### config.mk
export PLATFORM = sky130hd
export DESIGN_NAME = ahb_dec_mux
export DESIGN_NICKNAME = d
export VERILOG_FILES = /design/src/rtl/ahb_dec_mux.sv
export SDC_FILE = /design/constraint.sdc
export NUM_CORES = 1
export LEC_CHECK = 0
export CORE_ASPECT_RATIO = 1.75
export CORE_MARGIN = 4
export CORE_UTILIZATION = 33
export CTS_BUF_LIST = sky130_fd_sc_hd__clkbuf_8
export DETAILED_ROUTE_END_ITERATION = 6
export PLACE_DENSITY_LB_ADDON = 0.12
export SYNTH_ARGS = -nofsm -noshare
export SYNTH_HDL_FRONTEND = slang
export SYNTH_SLANG_ARGS = --single-unit
### constraint.sdc
create_clock -name hclk -period 3.8 [get_ports hclk]
set_clock_uncertainty 0.1 [all_clocks]
set_input_delay 0.76 -clock hclk [delete_from_list [all_inputs] [get_ports hclk]]
set_output_delay 0.76 -clock hclk [all_outputs]
set_load 0.03 [all_outputs]
### src/rtl/ahb_dec_mux.sv
// AHB-Lite address decoder and response mux
// with a built-in default slave for unmapped space.
module ahb_dec_mux #(
  parameter int NSLV = 3,
  parameter int DW = 32,
  parameter logic [NSLV*32-1:0] REGION_BASE =
    {32'h2000_0000, 32'h1000_0000, 32'h0000_0000},
  parameter logic [NSLV*32-1:0] REGION_MASK =
    {32'hE000_0000, 32'hF000_0000, 32'hF000_0000},
  parameter int ERRCNT_W = 16
) (
  input  logic                hclk,
  input  logic                hreset,
  input  logic [31:0]         haddr,
  input  logic [1:0]          htrans,
  output logic [NSLV-1:0]     hsel,
  input  logic [NSLV-1:0]     hreadyout_s,
  input  logic [NSLV-1:0]     hresp_s,
  input  logic [NSLV*DW-1:0]  hrdata_s,
  output logic                hready,
  output logic                hresp,
  output logic [DW-1:0]       hrdata,
  output logic                dec_err,
  output logic [ERRCNT_W-1:0] err_count
);

  typedef enum logic [1:0] {
    S_IDLE,
    S_ERR1,
    S_ERR2
  } dflt_st_e;

  dflt_st_e      st;
  dflt_st_e      st_nxt;
  logic [NSLV:0] dp_sel;
  logic          dflt;
  logic          hit;
  logic          err_go;
  logic          d_ready;
  logic          d_resp;

  // Priority region decode; lowest matching slot wins.
  always_comb begin
    hsel = '0;
    hit  = 1'b0;
    for (int i = 0; i < NSLV; i++) begin
      if (!hit &&
          ((haddr & REGION_MASK[32*i +: 32]) ==
           (REGION_BASE[32*i +: 32] &
            REGION_MASK[32*i +: 32]))) begin
        hsel[i] = 1'b1;
        hit     = 1'b1;
      end
    end
  end

  assign dflt   = ~|hsel;
  assign err_go = hready & dflt & htrans[1];

  // Data-phase select; all-zero means no transfer yet.
  always_ff @(posedge hclk) begin
    if (hreset) begin
      dp_sel <= '0;
    end else if (hready) begin
      dp_sel <= {dflt, hsel};
    end
  end

  // Response mux driven by the data-phase owner.
  always_comb begin
    hready = 1'b1;
    hresp  = 1'b0;
    hrdata = '0;
    for (int i = 0; i < NSLV; i++) begin
      if (dp_sel[i]) begin
        hready = hreadyout_s[i];
        hresp  = hresp_s[i];
        hrdata = hrdata_s[i*DW +: DW];
      end
    end
    if (dp_sel[NSLV]) begin
      hready = d_ready;
      hresp  = d_resp;
    end
  end

  // Default-slave state register.
  always_ff @(posedge hclk) begin
    if (hreset) begin
      st <= S_IDLE;
    end else begin
      st <= st_nxt;
    end
  end

  // Default-slave two-cycle ERROR sequencing.
  always_comb begin
    st_nxt  = st;
    d_ready = 1'b1;
    d_resp  = 1'b0;
    dec_err = 1'b0;
    unique case (st)
      S_IDLE: begin
        if (err_go) st_nxt = S_ERR1;
      end
      S_ERR1: begin
        d_ready = 1'b0;
        d_resp  = 1'b1;
        dec_err = 1'b1;
        st_nxt  = S_ERR2;
      end
      S_ERR2: begin
        d_resp = 1'b1;
        st_nxt = err_go ? S_ERR1 : S_IDLE;
      end
      default: st_nxt = S_IDLE;
    endcase
  end

  // Saturating count of default-slave errors.
  always_ff @(posedge hclk) begin
    if (hreset) begin
      err_count <= '0;
    end else if (st == S_ERR1 && err_count != '1) begin
      err_count <= err_count + ERRCNT_W'(1);
    end
  end

endmodule

==> results of run 1 <==
-- cell families (layout without fill, tap and decap cells) --
| family | Yosys count | in the layout | share of synthesized area, % |
|---|---|---|---|
| buffers and inverters | 27 | 175 | 5.497 |
| adders and majority gates | 5 | 5 | 3.311 |
| AOI/OAI and AO/OA | 105 | 105 | 35.23 |
| muxes | 6 | 6 | 3.444 |
| DFF | 22 | 22 | 23.31 |
| and+or+nand+nor | 103 | 103 | 29.21 |
-- sequential cells by signal (all words and copies together), names as in the netlist --
register / flops
st: 2
err_count: 16
dp_sel: 4
-- layer usage --
layer	share of wire, %	wire, µm	up-vias
met2	50	4107	121
met3	11	898	13
met5	0	0	-
li1	-	-	1301
met4	2.3	191	0
met1	36	2946	1184
-- per-stage QoR --
step	hold slack, ps	total power (W)	util (%)
global placement	389.6	0.0005093	63.64
global route	425.5	0.0007550	64.92
finish	398.1	0.0007270	64.92
detailed placement	384.5	0.0005136	63.64
floorplan	357.7	0.0003473	-
CTS	397.3	0.0007272	64.92
-- worst min-delay path, delay by kind of cell, from the launching register on --
| family | cells | cell delay [ps] |
|---|---|---|
| flops | 1 | 330 |
| compound gates | 2 | 130 |
-- cell usage in the layout, fill, tap and decap left out, types with 2 or more instances in the layout --
| cell type | Yosys | routed |
|---|---|---|
| nor3_1 | 4 | 4 |
| mux2i_1 | 2 | 2 |
| nand2b_1 | 5 | 5 |
| mux2_2 | 4 | 4 |
| o21ai_0 | 39 | 39 |
| or4_1 | 5 | 5 |
| and2_1 | 3 | 3 |
| a21oi_1 | 14 | 14 |
| a211oi_1 | 4 | 4 |
| inv_1 | 5 | 5 |
| and4_1 | 2 | 2 |
| nor2_1 | 7 | 7 |
| nor4_1 | 2 | 2 |
| clkdlybuf4s50_1 | 0 | 162 |
| nand4_2 | 2 | 2 |
| o41ai_1 | 2 | 2 |
| nand2_1 | 42 | 42 |
| nand4_1 | 2 | 2 |
| dfxtp_1 | 22 | 21 |
| nand4b_1 | 2 | 2 |
| a22oi_1 | 32 | 32 |
| nor3b_1 | 2 | 2 |
| o31ai_1 | 6 | 6 |
| clkbuf_8 | 0 | 3 |
| ha_1 | 5 | 5 |
| nand3_1 | 9 | 9 |
| buf_4 | 0 | 4 |
| or3_1 | 4 | 4 |
| nor2b_1 | 8 | 7 |
| a31oi_1 | 2 | 2 |
-- power by group --
group	internal, W	switching (W)	leakage, nW
Combinational	0.000155	0.000106	0.978
Clock	0.000141	0.0000785	0.0357
Sequential	0.000236	0.0000102	0.179
Total	0.000532	0.000195	1.19
-- cell type report --
class,count,area share [%]
repair buffers,166,45.55
flip-flops and latches,22,12.18
inverters,5,0.5176
clock buffers,3,1.139
multi-input cells,219,37.16
clock inverters,1,0.8282
well taps,76,2.622
-- path summary, 6_finish.rpt --
path,startpoint,to,slack (ps),cells past startpoint
max,haddr[31],hsel[1],500,4
min,dp_sel[0],dp_sel[0],400,2
max reg2reg,st[0],err_count[13],1540,5
min reg2reg,dp_sel[0],dp_sel[0],400,2
==> results.ini, run 1 <==
[run_status]
outcome = finished, final reports clean

[cts]
postCtsSetupRepairBufs = 0
numCtsBuffers = 3
clock_path_buffers = 2
ctsHoldBuffers = 0
cts.clk_slew.worst_paths_ps = 80
cts-resized-gates = 0
cts_sinks = 22
clock_latency_ps = 260
cts.htree.levels = 1
root_buffer = clkbuf_8
cts_tree = yes

[finish]
stdcell_area_um2 = 3626
fin_nets = 560
drive_gt1_share_pct = 4.808
instances_no_fill = 492
regArea_um2 = 441.7
n_fill_cell = 519
syn_to_final_growth_pct = 91.92
multiInputGateArea_um2 = 1348
antenna_cells = 0

[global_route]
grt_antenna_before_repair = 0
grt_pass1_vias = 2378
grt_first_pass_wirelength_um = 12250
grt_max_degree = 37
use_met2_pct = 39.23
globalRouteMet3Util_pct = 6.965
grt-busiest-layer = met2
grt_use_met1_pct = 23.54
track_usage_pct = 21.59
grt-ovfl-total = 0

[synthesis]
yosysWarnings = 0
ys_ff_latch = 22
yosys.area.top_type_share_pct = 23.31
synth_edf_count = 0
syn_nets = 411
synth-seq-area-share_pct = 23.31
synth_common_cells = nand2_1, o21ai_0, a22oi_1, dfxtp_1, clkbuf_1
synth_top_area_cell = dfxtp_1
async_reset_ff_share_pct = 0
synth_area_leaders = dfxtp_1, a22oi_1, o21ai_0
yosysMostFrequentCell = nand2_1
syn_inst = 268
synth_cell_types = 40
syn_area_per_cell_um2 = 7.050
synth_flop_cell = dfxtp_1
syn_area_um2 = 1889

[sta]
worst_slack_ps = 496.4
timing_max_transition_violations_final = 0
tightest_slew_ps = 929.8
relSlewSlack_pct = 37.82
hold_viol = 0
tns_ps = 0
fin_crit_ps = 3304
fmax_mhz = 302.7
rsz0062_at_grt = false
setup_viol = 0
period_share_pct = 86.94

[die]
dieArea_um2 = 7047
coreArea_um2 = 5585
die_y_um = 108.1
initial_core_util_pct = 33.83
io_pins = 192
die_w_um = 65.20
num_rows = 36

[critical_path]
critPathKind = in2out
critPathMaxStageDelay_ps = 720
cp_top_family = buffers and inverters
cp_data_required_time_ps = 2940
startpoint_type = input port
path_common_cell = clkdlybuf4s50_1
cp-end-kind = output pin
path_buf_inv = 2
worstPathArrival_ps = 2440
worstPathCellList = clkdlybuf4s50_1 > or2_2 > nor3b_1 > clkdlybuf4s50_1
worst-path-max-fanout = 6
critPathSlowestCell = clkdlybuf4s50_1

[pwr]
ir_worst_vdd_mv = 0.1923
powerDensity_nw_per_um2 = 200.5
p_leak_nw = 1.193

[place]
io_buffer_count = 162
pre_cts_ws_ps = 489.6
dp_hpwl_um = 6648
placed_cells = 488
placed_area_um2 = 3555
gp_congestion = 0.7954

[drt]
routed_wl_um = 8144
viasPerCell = 5.323
routed-via-count = 2619
drc = 0
postRouteAntennaNets = 0
avgRoutedWirePerCell_um = 16.55
drt_iter0_drc = 193
firstDrtPassIters = 4

[hold_path]
hold_class = reg2reg

[run]
maxCapViolations = 0

(Power assumes the default switching activity.)
==> run 2, diff against run 1 <==
--- a/config.mk
+++ b/config.mk
@@ -9,7 +9,9 @@
 export CORE_MARGIN = 4
 export CORE_UTILIZATION = 33
 export CTS_BUF_LIST = sky130_fd_sc_hd__clkbuf_8
+export CTS_CLUSTER_SIZE = 24
 export DETAILED_ROUTE_END_ITERATION = 6
+export HOLD_SLACK_MARGIN = 0.05
 export PLACE_DENSITY_LB_ADDON = 0.12
 export SYNTH_ARGS = -nofsm -noshare
 export SYNTH_HDL_FRONTEND = slang
==> results of run 2 <==
The final DEF is identical to that of run 1; final timing and power are the same.
==> run 3, diff against run 2 <==
--- a/config.mk
+++ b/config.mk
@@ -5,12 +5,12 @@
 export SDC_FILE = /design/constraint.sdc
 export NUM_CORES = 1
 export LEC_CHECK = 0
-export CORE_ASPECT_RATIO = 1.75
-export CORE_MARGIN = 4
-export CORE_UTILIZATION = 33
+export CORE_AREA = 4 4 72 74
 export CTS_BUF_LIST = sky130_fd_sc_hd__clkbuf_8
 export CTS_CLUSTER_SIZE = 24
 export DETAILED_ROUTE_END_ITERATION = 6
+export DIE_AREA = 0 0 76 78
+export DONT_BUFFER_PORTS = 1
 export HOLD_SLACK_MARGIN = 0.05
 export PLACE_DENSITY_LB_ADDON = 0.12
 export SYNTH_ARGS = -nofsm -noshare
==> results.ini, run 3 (synthesized netlist as in run 1, its figures left out) <==
[global_route]
grt_antenna_before_repair = 0  ; unchanged
track_usage_pct = 18.60  ; was 21.59%
grt-ovfl-total = 0  ; unchanged
grt_max_degree = 44  ; was 37
grt_first_pass_wirelength_um = 9335  ; was 12,250 µm
grt_pass1_vias = 1774  ; was 2,378

[sta]
timing_max_transition_violations_final = 0  ; unchanged
worst_slack_ps = 889.3  ; was 496.4 ps
period_share_pct = 76.60  ; was 86.94%
relSlewSlack_pct = 52.62  ; was 37.82%
tns_ps = 0  ; unchanged
fmax_mhz = 343.6  ; was 302.7 MHz
setup_viol = 0  ; unchanged
rsz0062_at_grt = false  ; unchanged
hold_viol = 0  ; unchanged
tightest_slew_ps = 708.1  ; was 929.8 ps
fin_crit_ps = 2911  ; was 3304 ps

[hold_path]
hold_end = dp_sel[0]  ; unchanged
min_from = dp_sel[0]  ; unchanged
holdPathStages = 2  ; unchanged
hold_class = reg2reg  ; unchanged

[place]
io_buffer_count = 0  ; was 162
gp_congestion = 0.8014  ; was 0.7954
pre_cts_ws_ps = 1180  ; was 489.6 ps
dp_hpwl_um = 4912  ; was 6648 µm
placed_area_um2 = 2161  ; was 3555 µm²

[critical_path]
cp-end-kind = output pin  ; unchanged
rr_endpoint = err_count[9]  ; was err_count[13]
cp_data_required_time_ps = 2940  ; about the same
worst-path-max-fanout = 22  ; was 6
worstPathArrival_ps = 2050  ; was 2440 ps
timing.rr.start = st[1]  ; was st[0]
regToRegSetupSlack_ps = 1370  ; was 1540 ps
r2r_cells = 6  ; was 5
critPathKind = reg2out  ; was in2out
startpoint_type = flip-flop  ; was input port

[cts]
root_buffer = clkbuf_8  ; unchanged
cts.clk_slew.worst_paths_ps = 80  ; about the same
cts-resized-gates = 0  ; unchanged
postCtsSetupRepairBufs = 0  ; unchanged
cts_tree = yes  ; unchanged
cts.htree.levels = 1  ; unchanged
numCtsBuffers = 3  ; unchanged
ctsHoldBuffers = 0  ; unchanged
cts_sinks = 22  ; unchanged
clock_latency_ps = 260  ; about the same
clock_path_buffers = 2  ; unchanged

[pwr]
p_leak_nw = 0.7525  ; was 1.193 nW
powerDensity_nw_per_um2 = 234.6  ; was 200.5 nW/µm²
ir_worst_vdd_mv = 0.1770  ; was 0.1923 mV

[finish]
syn_to_final_growth_pct = 16.56  ; was 91.92%
antenna_cells = 0  ; unchanged
fin_nets = 432  ; was 560
top_register = err_count  ; unchanged
final_cell_mix = nand2_1, o21ai_0, buf_4  ; was clkdlybuf4s50_1, nand2_1, o21ai_0
n_fill_cell = 489  ; was 519
largest_register_ff_count = 16  ; unchanged
regArea_um2 = 441.7  ; unchanged
top_regs = err_count: 16 flops, dp_sel: 4 flops, st: 2 flops  ; unchanged
multiInputGateArea_um2 = 1348  ; unchanged
stdcell_area_um2 = 2202  ; was 3626 µm²
finish.utilization_pct = 47.89  ; was 64.92%
layout_commonest_cell = nand2_1  ; was clkdlybuf4s50_1
drive_gt1_share_pct = 18.47  ; was 4.808%

[die]
coreArea_um2 = 4598  ; was 5585 µm²
dieArea_um2 = 5928  ; was 7047 µm²
initial_core_util_pct = 41.09  ; was 33.83%
io_pins = 192  ; unchanged
die_w_um = 76  ; was 65.20 µm
num_rows = 25  ; was 36
die_y_um = 78  ; was 108.1 µm

[drt]
drt_iter0_drc = 77  ; was 193
postRouteAntennaNets = 0  ; unchanged
routed_wl_um = 6164  ; was 8144 µm
drc = 0  ; unchanged
routed-via-count = 2128  ; was 2,619
viasPerCell = 6.240  ; was 5.323
avgRoutedWirePerCell_um = 18.08  ; was 16.55 µm
firstDrtPassIters = 4  ; unchanged

[run]
maxCapViolations = 0  ; unchanged

[run_status]
outcome = finished, final reports clean  ; unchanged

==> run 3: how the worst max path moves through the flow <==
| stage | startpoint | endpoint | slack (ps) | depth (start not counted) |
|---|---|---|---|---|
| floorplan | haddr[31] | hsel[1] | 980 | 3 |
| global placement | dp_sel[1] | hready | 1180 | 4 |
| detailed placement | dp_sel[1] | hrdata[22] | 1180 | 5 |
| CTS | dp_sel[1] | hready | 890 | 4 |
| global route | dp_sel[1] | hrdata[30] | 680 | 5 |
| finish | dp_sel[1] | hrdata[22] | 890 | 5 |
==> run 3: critical path: stages (launching register included) <==
cell and delay, ps:
dfxtp_1 480, nor2b_2 480, buf_4 340, a22oi_1 90, o21ai_0 200, buf_4 190
==> run 3: metrics by stage <==
step,hold WS [ps],cells,total power [W]
finish,395.4,341,0.0005165
global placement,376.7,338,0.0003788
detailed placement,377.7,338,0.0003802
CTS,390.5,341,0.0005253
global route,440.4,341,0.0005464
floorplan,357.7,268,0.0003473
==> run 3: power by group <==
group,internal (W),switching (W),leakage [nW]
Combinational,0.0000455,0.0000781,0.552
Clock,0.0000707,0.0000718,0.0216
Sequential,0.000236,0.0000142,0.179
Total,0.000353,0.000164,0.753
==> run 3: per-layer routing <==
metal | part of all wire, % | track usage (%) | vias up | wire length (µm)
met1 | 38 | 21.78 | 987 | 2353
met2 | 51 | 32.45 | 91 | 3165
met5 | 0 | 0 | - | 0
met3 | 9.1 | 6.148 | 8 | 561
li1 | - | - | 1042 | -
met4 | 1.3 | 4.448 | 0 | 83
==> run 3: area by class of cell <==
cell class,instances,area share (%)
Clock buffer,3,1.875
Tap cell,54,3.068
Multi-Input combinational cell,219,61.19
Inverter,5,0.8523
Timing Repair Buffer,38,12.95
Sequential cell,22,20.06
